<file path="src/rtl/pipeline_result_pkg.sv">
// Shared types and constants for the pipeline result FIFO.
package pipeline_result_pkg;

  typedef enum logic {
    RUN      = 1'b0,
    OVF_HOLD = 1'b1
  } state_t;

  localparam int DROP_CNT_WIDTH = 16;
  localparam logic [DROP_CNT_WIDTH-1:0] DROP_CNT_MAX = 16'hFFFF;

endpackage

</file>
<file path="src/rtl/pipeline_result_fifo_mem.sv">
// FIFO storage array: synchronous write, asynchronous read, no reset.
module pipeline_result_fifo_mem #(
  parameter int DATA_WIDTH = 32,
  parameter int DEPTH      = 8,
  parameter int ADDR_WIDTH = $clog2(DEPTH)
) (
  input  logic                  clk,
  input  logic                  we,
  input  logic [ADDR_WIDTH-1:0] waddr,
  input  logic [DATA_WIDTH-1:0] wdata,
  input  logic [ADDR_WIDTH-1:0] raddr,
  output logic [DATA_WIDTH-1:0] rdata
);

  logic [DATA_WIDTH-1:0] mem [DEPTH];

  always_ff @(posedge clk) begin
    if (we) begin
      mem[waddr] <= wdata;
    end
  end

  assign rdata = mem[raddr];

endmodule

</file>
<file path="src/rtl/pipeline_result_fifo.sv">
// First-word-fall-through capture FIFO for the pipeline host's result port.
// Optional running XOR checksum of accepted words: PIPELINE_RESULT_FIFO_CHECKSUM_EN.
module pipeline_result_fifo
  import pipeline_result_pkg::*;
#(
  parameter  int DATA_WIDTH = 32,
  parameter  int DEPTH      = 8,
  localparam int ADDR_WIDTH = $clog2(DEPTH)
) (
  input  logic                      clk,
  input  logic                      rst,
  input  logic [DATA_WIDTH-1:0]     in_data,
  input  logic                      in_valid,
  output logic [DATA_WIDTH-1:0]     out_data,
  output logic                      out_valid,
  input  logic                      out_ready,
  input  logic                      flush,
  output logic [ADDR_WIDTH:0]       level,
  output logic                      full,
  output logic                      empty,
  output logic                      overflow,
  output logic [DROP_CNT_WIDTH-1:0] dropped_count
`ifdef PIPELINE_RESULT_FIFO_CHECKSUM_EN
  ,
  output logic [DATA_WIDTH-1:0]     checksum
`endif
);

  localparam logic [ADDR_WIDTH:0] LEVEL_FULL = (ADDR_WIDTH+1)'(DEPTH);

  state_t                    state;
  logic [ADDR_WIDTH-1:0]     rd_ptr;
  logic [ADDR_WIDTH-1:0]     wr_ptr;
  logic [ADDR_WIDTH:0]       level_q;
  logic [DROP_CNT_WIDTH-1:0] drop_cnt;
  logic                      overflow_q;

  logic pop;
  logic push;
  logic drop;
  logic mem_we;

  assign level         = level_q;
  assign full          = (level_q == LEVEL_FULL);
  assign empty         = (level_q == '0);
  assign out_valid     = !empty;
  assign overflow      = overflow_q;
  assign dropped_count = drop_cnt;

  assign pop    = out_valid && out_ready;
  assign push   = in_valid && (state == RUN) && (!full || pop);
  assign drop   = in_valid && !push;
  // Flush discards the same-cycle push, so the array must not be written either.
  assign mem_we = push && !flush && !rst;

  pipeline_result_fifo_mem #(
    .DATA_WIDTH (DATA_WIDTH),
    .DEPTH      (DEPTH),
    .ADDR_WIDTH (ADDR_WIDTH)
  ) u_mem (
    .clk   (clk),
    .we    (mem_we),
    .waddr (wr_ptr),
    .wdata (in_data),
    .raddr (rd_ptr),
    .rdata (out_data)
  );

  always_ff @(posedge clk) begin
    if (rst || flush) begin
      rd_ptr  <= '0;
      wr_ptr  <= '0;
      level_q <= '0;
    end else begin
      if (push) begin
        wr_ptr <= wr_ptr + 1'b1;
      end
      if (pop) begin
        rd_ptr <= rd_ptr + 1'b1;
      end
      if (push && !pop) begin
        level_q <= level_q + 1'b1;
      end else if (pop && !push) begin
        level_q <= level_q - 1'b1;
      end
    end
  end

  // Once a word is lost, stay in OVF_HOLD until software flushes or resets.
  always_ff @(posedge clk) begin
    if (rst || flush) begin
      state      <= RUN;
      overflow_q <= 1'b0;
      drop_cnt   <= '0;
    end else begin
      if (drop) begin
        overflow_q <= 1'b1;
        if (drop_cnt != DROP_CNT_MAX) begin
          drop_cnt <= drop_cnt + 1'b1;
        end
      end
      case (state)
        RUN: begin
          if (drop) begin
            state <= OVF_HOLD;
          end
        end
        OVF_HOLD: begin
          state <= OVF_HOLD;
        end
        default: begin
          state <= RUN;
        end
      endcase
    end
  end

`ifdef PIPELINE_RESULT_FIFO_CHECKSUM_EN
  logic [DATA_WIDTH-1:0] checksum_q;

  assign checksum = checksum_q;

  always_ff @(posedge clk) begin
    if (rst || flush) begin
      checksum_q <= '0;
    end else if (push) begin
      checksum_q <= checksum_q ^ in_data;
    end
  end
`endif

endmodule

</file>
<file path="config.mk">
export PLATFORM = sky130hd
export DESIGN_NAME = pipeline_result_fifo
export DESIGN_NICKNAME = d
export VERILOG_FILES = /design/src/rtl/pipeline_result_pkg.sv /design/src/rtl/pipeline_result_fifo_mem.sv /design/src/rtl/pipeline_result_fifo.sv
export SDC_FILE = /design/constraint.sdc
export NUM_CORES = 1
export LEC_CHECK = 0
export ABC_AREA = 1
export BUFFER_PORTS_ARGS = -buffer_cell sky130_fd_sc_hd__buf_2
export CAP_MARGIN = 20
export CORE_ASPECT_RATIO = 1.2
export CORE_UTILIZATION = 35
export DETAILED_ROUTE_END_ITERATION = 10
export HOLD_SLACK_MARGIN = 0.06
export SLEW_MARGIN = 40
export SYNTH_ARGS = -nofsm -noshare
export SYNTH_HDL_FRONTEND = slang
export SYNTH_SLANG_ARGS = --single-unit
</file>
<file path="constraint.sdc">
create_clock -name clk -period 6.19 [get_ports clk]
set_input_delay 0.3095 -clock clk [delete_from_list [all_inputs] [get_ports clk]]
set_output_delay 0.3095 -clock clk [all_outputs]
set_load 0.02 [all_outputs]
</file>
# --- After elaboration in Yosys (flattened, before gate mapping) ---
# Memories as Yosys holds them, arrays and structs flattened. A register that Yosys moved wholly into a read port is not among the register bits.
# Cells that the tools add are included.
# Widths: inputs -> output; s select.
totals:
  reg_bits: 28
  latchBits: 0
  ramBits: 256
  mem_bits_ro: 0
  input_bits: 37
  out_inout_bits: 56
  elab_cells: 42
  mem_count: 1
memory_table:
  columns: ["memory", "words", "width", "rd", "rd_ports_with_merged_regs", "wr", "line_no", "source"]
  rows:
  - ["u_mem.mem", 8, 32, 1, 1, 1, "pipeline_result_fifo_mem.sv:15", "logic [DATA_WIDTH-1:0] mem [DEPTH];"]
op_classes:
  add_sub_neg: 5
  mul: 0
  div_mod_pow: 0
  n_lt_le_gt_ge: 0
  n_eq_ne: 2
  n_shift: 0
  mux: 8
  bitwise: 1
  n_reduce_logical: 19
op_table:
  columns: ["cell", "n"]
  rows:
  - ["$add 16x1->16 const B", 1]
  - ["$ne 16x16->1 const B", 1]
  - ["$logic_and 1x1->1", 8]
  - ["$mux 4", 2]
  - ["$add 3x1->3 const B", 2]
  - ["$logic_not 1->1", 6]
  - ["$mux 3", 2]
  - ["$add 4x1->4 const B", 1]
  - ["$eq 4x4->1 const B", 1]
  - ["$logic_not 4->1", 1]
  - ["$sub 4x1->4 const B", 1]
  - ["$mux 1", 3]
  - ["$logic_or 1x1->1", 2]
  - ["$pmux 1 s2", 1]
  - ["$reduce_and 2->1", 1]
  - ["$reduce_bool 2->1", 1]
  - ["$not 1->1", 1]

# --- Longest topological paths before layout ---
# Gate-level depths: netlist of run 1.
logic_depth:
  ltp_word: 9
  ltp_mapped: 14
  depth_no_buf: 14

# --- Hierarchy ---
# A second synthesis of run 1 with hierarchy kept.
hier_totals:
  hier_cells: 1361
  area_unflattened_um2: 12926.1
by_module_without_submodules:
  columns: ["module", "n_inst", "cells_each", "area_per_inst_um2", "seq_area_each_um2"]
  rows:
  - ["pipeline_result_fifo_mem", 1, 1124, 11232.0, 7687.4]
  - ["pipeline_result_fifo", 1, 237, 1694.1, 560.5]

# --- Worst setup path before layout of run 1 ---
# Ideal clock, no wire load.
synth_timing:
  path_type: "reg2reg"
  startpoint: "reg level_q[1], in the netlist level[1]"
  endpoint: "mem u_mem.mem[0][0], enable pin"
  setup_ns: 0.421
  arrival_time_ns: 2.454
  required_ns: 5.769
  slack_ns: 3.315
  path_stages_with_launch: 6
  path_buffers: 0
  synth_period_minus_slack_ns: 2.875
  path_cell_list: "dfxtp_1 > nor2_2 > nand3_4 > nand2_4 > or2_1 > nor2_1"
synth_via:
  elab_chain_len: 9
  elab_cells_between_ends: 11
  cone_classes: "1 x eq/ne; 2 x mux; 8 x reduce/logical"
synth_rtl:
  columns: ["element", "line_no", "source"]
  rows:
  - ["start, declared", "pipeline_result_fifo.sv:34", "logic [ADDR_WIDTH:0] level_q;"]
  - ["start signal, assigned", "pipeline_result_fifo.sv:82", "level_q <= level_q + 1'b1;"]
  - ["start signal, assigned", "pipeline_result_fifo.sv:84", "level_q <= level_q - 1'b1;"]
  - ["$logic_not 4->1", "pipeline_result_fifo.sv:45", "assign empty = (level_q == '0);"]
  - ["$logic_not 1->1", "pipeline_result_fifo.sv:46", "assign out_valid = !empty;"]
  - ["$logic_and 1x1->1", "pipeline_result_fifo.sv:50", "assign pop = out_valid && out_ready;"]
  - ["$logic_or 1x1->1 *", "pipeline_result_fifo.sv:51", "assign push = in_valid && (state == RUN) && (!full || pop);"]
  - ["$logic_and 1x1->1 *", "pipeline_result_fifo.sv:51", null]
  - ["$logic_and 1x1->1 * (2 in series)", "pipeline_result_fifo.sv:54", "assign mem_we = push && !flush && !rst;"]
  - ["$mux 1 *", "pipeline_result_fifo_mem.sv:18", "if (we) begin"]
  - ["$mux 1 (not written as such) *", "pipeline_result_fifo_mem.sv:19", "mem[waddr] <= wdata;"]
  - ["end, declared", "pipeline_result_fifo_mem.sv:15", null]
# Mark *: on every way between the ends. The rest lies on a longest branch, timed or not.

==> results.sh, run 1 <==
export IMPL_cts_num_sinks=287
export IMPL_layout_core_utilization_pct=42.5
export IMPL_detail_route_first_pass_iterations=5
export IMPL_grt_met1_usage_pct=19.1
export IMPL_final_cell_count_no_fill=1523
export IMPL_ys_top_cells_by_area="edfxtp_1, nor2_1, o21ai_0, dfxtp_1, nand2_1"
export IMPL_fin_nets=1137
export IMPL_globalRoute_busiestLayer="met2"
export IMPL_fin_skew_ns=0.00880
export IMPL_critPathLaunchType="flop"
export IMPL_finalCritPeriodShare_pct=53.8
export IMPL_rsz0062_at_grt="no"
export IMPL_worst_ir_drop_vdd_v=0.000218
export IMPL_route_vias_total=7527
export IMPL_p_switching_uw=960
export IMPL_drcViolationCount=0
export IMPL_timing_max_cap_violations=0
export IMPL_hold_violations=0
export IMPL_p_seq_share_pct=50.2
export IMPL_routabilityCongestion=0.759
export IMPL_synth_top_cells_by_count="nor2_1, edfxtp_1, o21ai_0, nand2_1"
export IMPL_fillers=3002
export IMPL_postSynth_asyncResetShare_pct=0
export IMPL_ctsResizeCount=0
export IMPL_layout_area_overhead_vs_synth_pct=19.0
export IMPL_place_hpwl_um=13400
export IMPL_die_width_um=168
export IMPL_finalCriticalPeriod_ns=3.33
export IMPL_grt_met2_usage_pct=26.2
export IMPL_antenna_found_initial=1
export IMPL_worstPathMaxFanout=65
export IMPL_grt_start_max_net_pins=89
export IMPL_run_status="complete, no violations"
export IMPL_synth_sequential_area_ratio_pct=71.8
export IMPL_powerDensity_nw_per_um2=310
export IMPL_slew_violations=0
export IMPL_synth_area_per_cell_um2=11.9
export IMPL_cts_htree_levels=1
export IMPL_total_negative_setup_slack_ns=0
export IMPL_data_required_time_at_the_worst_endpoint_ns=5.88
export IMPL_postLayoutCellArea_um2=13800
export IMPL_die_area_um2=33800
export IMPL_postPlaceCellArea_um2=12500
export IMPL_overflow=0
export IMPL_post_synth_instance_area_um2=11600
export IMPL_slew_limit_headroom_pct=48.4
export IMPL_number_of_endpoints_failing_setup_at_the_final_stage=0
export IMPL_synth_edf_count=256
export IMPL_power_share_clock_pct=41.5
export IMPL_globalRouteTotalUtil_pct=14.9
export IMPL_cellLeakagePower_nw=4.76
export IMPL_cell_internal_power_dissipation_mw=3.31
export IMPL_cp_end_kind="output pin"
export IMPL_inserted_clock_buffers=30
export IMPL_clock_tree_from_tritoncts="done"
export IMPL_floorplan_die_height_um=201
export IMPL_syn_instance_count=975
export IMPL_power_frac_comb_pct=8.2
export IMPL_globalRouteMet3Util_pct=2.12
export IMPL_avgViaCountPerCell=4.94
export IMPL_floorplan_rows=72
export IMPL_totalWireLength_um=25100
export IMPL_routedWlPerCell_um=16.5
export IMPL_report_power_total_mw=4.27
export IMPL_synth_ff_latch_count=287
export IMPL_floorplan_core_area_um2=32400
export IMPL_ys_flop_type="edfxtp_1"
export IMPL_worstSetupPathType="flop to output pin"
export IMPL_holdCritPathClass="primary input to flop"
export IMPL_timing_worst_slew_pin_value_ns=0.774
export IMPL_floorplan_initialDensity_pct=35.7
export IMPL_syn_nets=1019
export IMPL_yosysWarningCount=0
export IMPL_post_route_cells_drive_above_1_share_pct=17.3
export IMPL_pin_count=93
export IMPL_yosysMostFrequentCell="nor2_1"
export IMPL_critPathArrivalTime_ns=3.02
export IMPL_clock_latency_reported_for_the_late_side_of_the_worst_skew_pair_ns=0.54
export IMPL_port_buffer_count=92
export IMPL_yosys_area_top_type_share_pct=66.4
export IMPL_fmax_ghz=0.300
export IMPL_clock_tree_buffer_depth=3
export IMPL_cts_reportedPaths_clkPinSlew_ns=0.06
export IMPL_drtIter0Drc=648
export IMPL_grt_pass1_wl_um=39700
export IMPL_yosys_cell_types_count=37
export IMPL_final_antenna_net_count=0
export IMPL_grt_pass1_vias=7395
export IMPL_synth_largest_area_cell="edfxtp_1"
export IMPL_root_buffer_cell="clkbuf_16"
export IMPL_cell_total_after_placement=1437
export IMPL_p_sw_share_pct=22.5
-- path summary, 6_finish.rpt --
check / cells after the start / to / slack [ns] / start
setup / recovery: 8 / out_data[4] / 2.86 / flop
hold / removal: 1 / u_mem.mem[3][13] / 0.08 / in_data[13]
setup reg to reg: 6 / u_mem.mem[2][20] / 4.03 / level[1]
hold reg to reg: 2 / rd_ptr[2] / 0.46 / rd_ptr[2]
-- area by class of cell --
cell class,instances,area (um2),area share [%]
Sequential cell,287,8310,60.3
Inverter,30,114,0.826
Tap cell,407,509,3.70
Timing Repair Buffer,137,883,6.41
Clock buffer,41,833,6.05
Clock inverter,13,150,1.09
Multi-Input combinational cell,607,2970,21.6
Antenna cell,1,2.50,0.0182
-- stage by stage --
step	setup WS [ns]	hold WS [ns]
6_report	2.86	0.0769
5_1_grt	2.60	0.0712
4_1_cts	2.74	0.0718
3_5_place_dp	3.31	0.459
3_3_place_gp	3.30	0.454
2_1_floorplan	3.32	0.408
-- what timing repair did --
item | CTS | global route
buffers inserted | 0 | 0
endpoints found under the hold margin | 248 | 0
hold buffers | 31 | 0
-- metal layers --
metal  share of wire [%]  vias to the layer above
met4                 1.9                        0
met5                   0                        -
met3                 3.7                       33
li1                    -                     3704
met2                  49                      143
met1                  45                     3647
-- placed cells by master, fill, tap and decap left out, drive strengths merged, types with 2 or more instances in the layout --
cell / instances
a21oi: 23
or2: 2
clkinv: 11
xor2: 3
dlygate4sd3: 31
nor2: 266
dfxtp: 31
inv: 29
buf: 106
clkbuf: 41
xnor2: 6
nand4: 5
nand2: 74
nand3: 15
ha: 6
o21ai: 139
edfxtp: 256
a31oi: 32
bufinv: 3
o22ai: 32
-- state kept, by name, summed over array words and instances, names as in the netlist, named ones only --
signal / count
overflow: 1
level: 4
u_mem.mem: 256
rd_ptr: 3
wr_ptr: 3
dropped_count: 16
state: 1
-- critical path, cell delays in order, from the launching register on --
cell and delay, ns:
dfxtp_2 0.31, buf_4 0.34, inv_2 0.38, buf_4 0.51
o21ai_0 0.18, o22ai_1 0.16, nor2_1 0.06, a31oi_1 0.27
buf_2 0.22
-- power by group through the flow --
stage | logic [mW] | registers [mW] | clock network [mW]
6_report | 0.352 | 2.14 | 1.77
2_1_floorplan | 0.225 | 2.18 | 0
3_5_place_dp | 0.341 | 2.18 | 0
5_1_grt | 0.391 | 2.14 | 1.88
3_3_place_gp | 0.337 | 2.18 | 0
4_1_cts | 0.358 | 2.14 | 1.81
-- cells by family after synthesis --
group | Yosys count | synth area share [%]
simple gates | 365 | 12.9
flops | 287 | 71.8
compound gates | 226 | 10.7
buf+inv | 81 | 3.08
xor+xnor | 9 | 0.681
fa+ha+maj | 7 | 0.821
No activity file was read; power rests on OpenSTA's default activity.
==> run 2, diff against run 1 <==
==> constraint.sdc (replaced) <==
create_clock -name clk -period 3.2 [get_ports clk]
set_input_delay 0.16 -clock clk [delete_from_list [all_inputs] [get_ports clk]]
set_output_delay 0.16 -clock clk [all_outputs]
set_load 0.02 [all_outputs]
==> results.sh, run 2 (same netlist as run 1, synthesis figures left out) <==
export IMPL_run_status="complete, no violations"
export IMPL_fin_nets=1145
export IMPL_slew_violations=0
export IMPL_fillers=3045
export IMPL_timing_max_cap_violations=0
export IMPL_p_sw_share_pct=23.1
export IMPL_globalRouteTotalUtil_pct=15.3
export IMPL_power_frac_comb_pct=9.1
export IMPL_total_negative_setup_slack_ns=0
export IMPL_fin_ws_ns=0.571
export IMPL_fin_skew_ns=0.0103
export IMPL_cts_reportedPaths_clkPinSlew_ns=0.06
export IMPL_routedWlPerCell_um=16.9
export IMPL_antenna_found_initial=0
export IMPL_regMostFlops="u_mem.mem"
export IMPL_port_buffer_count=92
export IMPL_data_required_time_at_the_worst_endpoint_ns=3.04
export IMPL_cts_repair_timing_setup_buffer_count=0
export IMPL_die_area_um2=33800
export IMPL_layout_common_cells="edfxtp_1, nor2_1, o21ai_0"
export IMPL_detailedPlace_worstSlack_ns=1.07
export IMPL_floorplan_core_area_um2=32400
export IMPL_layout_area_overhead_vs_synth_pct=19.5
export IMPL_p_switching_mw=1.82
export IMPL_ff2ff_path_depth=13
export IMPL_power_share_clock_pct=38.6
export IMPL_critical_path_reg2reg_startpoint="level[0]"
export IMPL_powerDensity_nw_per_um2=570
export IMPL_antenna_fix_cells=0
export IMPL_clock_latency_reported_for_the_late_side_of_the_worst_skew_pair_ns=0.53
export IMPL_holdCritPathClass="primary input to flop"
export IMPL_grt_pass1_wl_um=40800
export IMPL_cts_htree_levels=1
export IMPL_pin_count=93
export IMPL_final_common_cell="edfxtp_1"
export IMPL_critical_path_slowest_cell="buf_4"
export IMPL_routabilityCongestion=0.783
export IMPL_cts_hold_fix_buffers=35
export IMPL_root_buffer_cell="clkbuf_16"
export IMPL_avgViaCountPerCell=4.97
export IMPL_crit_path_end="out_data[11]"
export IMPL_clock_tree_from_tritoncts="done"
export IMPL_detail_route_first_pass_iterations=4
export IMPL_hold_violations=0
export IMPL_overflow=0
export IMPL_cellLeakagePower_nw=4.77
export IMPL_slew_limit_headroom_pct=47.4
export IMPL_postPlaceCellArea_um2=12600
export IMPL_route_vias_total=7594
export IMPL_cell_internal_power_dissipation_mw=6.07
export IMPL_number_of_endpoints_failing_setup_at_the_final_stage=0
export IMPL_grt_pass1_vias=7544
export IMPL_ctsResizeCount=0
export IMPL_layout_area_seq_um2=8310
export IMPL_critPathArrivalTime_ns=2.47
export IMPL_timing_worst_slew_pin_value_ns=0.789
export IMPL_critical_path_reg2reg_endpoint="level[3]"
export IMPL_final_antenna_net_count=0
export IMPL_finalCriticalPeriod_ns=2.63
export IMPL_worst_ir_drop_vdd_v=0.000311
export IMPL_floorplan_die_height_um=201
export IMPL_floorplan_initialDensity_pct=35.7
export IMPL_rsz0062_at_grt="no"
export IMPL_crit_path_max_incr_delay_ns=0.59
export IMPL_clock_tree_buffer_depth=3
export IMPL_postLayoutCellArea_um2=13800
export IMPL_fmax_ghz=0.380
export IMPL_drtIter0Drc=522
export IMPL_totalWireLength_um=25800
export IMPL_post_route_cells_drive_above_1_share_pct=17.4
export IMPL_multi_input_gate_area_um2=2970
export IMPL_p_seq_share_pct=52.4
export IMPL_r2r_slack_ns=1.07
export IMPL_grt_start_max_net_pins=129
export IMPL_floorplan_rows=72
export IMPL_finalCritPeriodShare_pct=82.1
export IMPL_cts_num_sinks=287
export IMPL_place_hpwl_um=14500
export IMPL_drcViolationCount=0
export IMPL_die_width_um=168
export IMPL_cp_end_kind="output pin"
export IMPL_worstSetupPathType="flop to output pin"
export IMPL_timing_critical_path_cells="buf_4 -> o21ai_0 -> o22ai_1 -> nor2_1 -> a31oi_1 -> buf_2"
export IMPL_critPathLaunchType="flop"
export IMPL_worstPathMaxFanout=64
export IMPL_inserted_clock_buffers=28
export IMPL_largest_register_ff_count=256
-- run 2: final cells by class --
type | instances | area share [%]
clock inverters | 16 | 0.741
inverters | 30 | 0.823
repair buffers | 147 | 7.85
well taps | 407 | 3.68
multi-input cells | 607 | 21.5
clock buffers | 33 | 5.35
flip-flops and latches | 287 | 60.1
-- run 2: metrics by stage --
step | hold WS (ns) | power (mW) | utilization (%) | std cells
floorplan | 0.259 | 4.65 | - | 975
global placement | 0.434 | 4.89 | 39.0 | 1443
detailed placement | 0.436 | 4.90 | 39.0 | 1443
CTS | 0.0849 | 7.97 | 42.7 | 1527
global route | 0.107 | 8.19 | 42.7 | 1527
finish | 0.101 | 7.89 | 42.7 | 1527
-- run 2: how the worst min path moves through the flow --
stage	startpoint	endpoint	slack (ns)	cells after the start
detailed placement	in_data[10]	u_mem.mem[2][10]	0.44	1
finish	in_valid	dropped_count[6]	0.10	5
global route	in_valid	dropped_count[10]	0.11	5
global placement	in_data[9]	u_mem.mem[2][9]	0.43	1
floorplan	in_data[0]	u_mem.mem[0][0]	0.26	0
CTS	in_valid	dropped_count[5]	0.08	5
-- run 2: worst max-delay path: cells and delay by family, from the launching register on --
family          cells  cell delay (ns)
compound gates      3             0.70
buf+inv             2             0.82
flops               1             0.33
simple gates        1             0.05
-- run 2: power groups by stage --
stage | logic, mW | registers [mW] | clock network (mW)
final | 0.714 | 4.13 | 3.04
after global routing | 0.794 | 4.13 | 3.26
after CTS | 0.726 | 4.13 | 3.11
after detailed placement | 0.690 | 4.21 | 0
after global placement | 0.685 | 4.21 | 0
after floorplan | 0.435 | 4.22 | 0
-- run 2: layer usage --
metal / track usage (%) / share of wire (%)
met5: 0 / 0
met4: 3.80 / 1.7
met3: 2.07 / 3.6
met2: 27.6 / 50
met1: 19.3 / 45
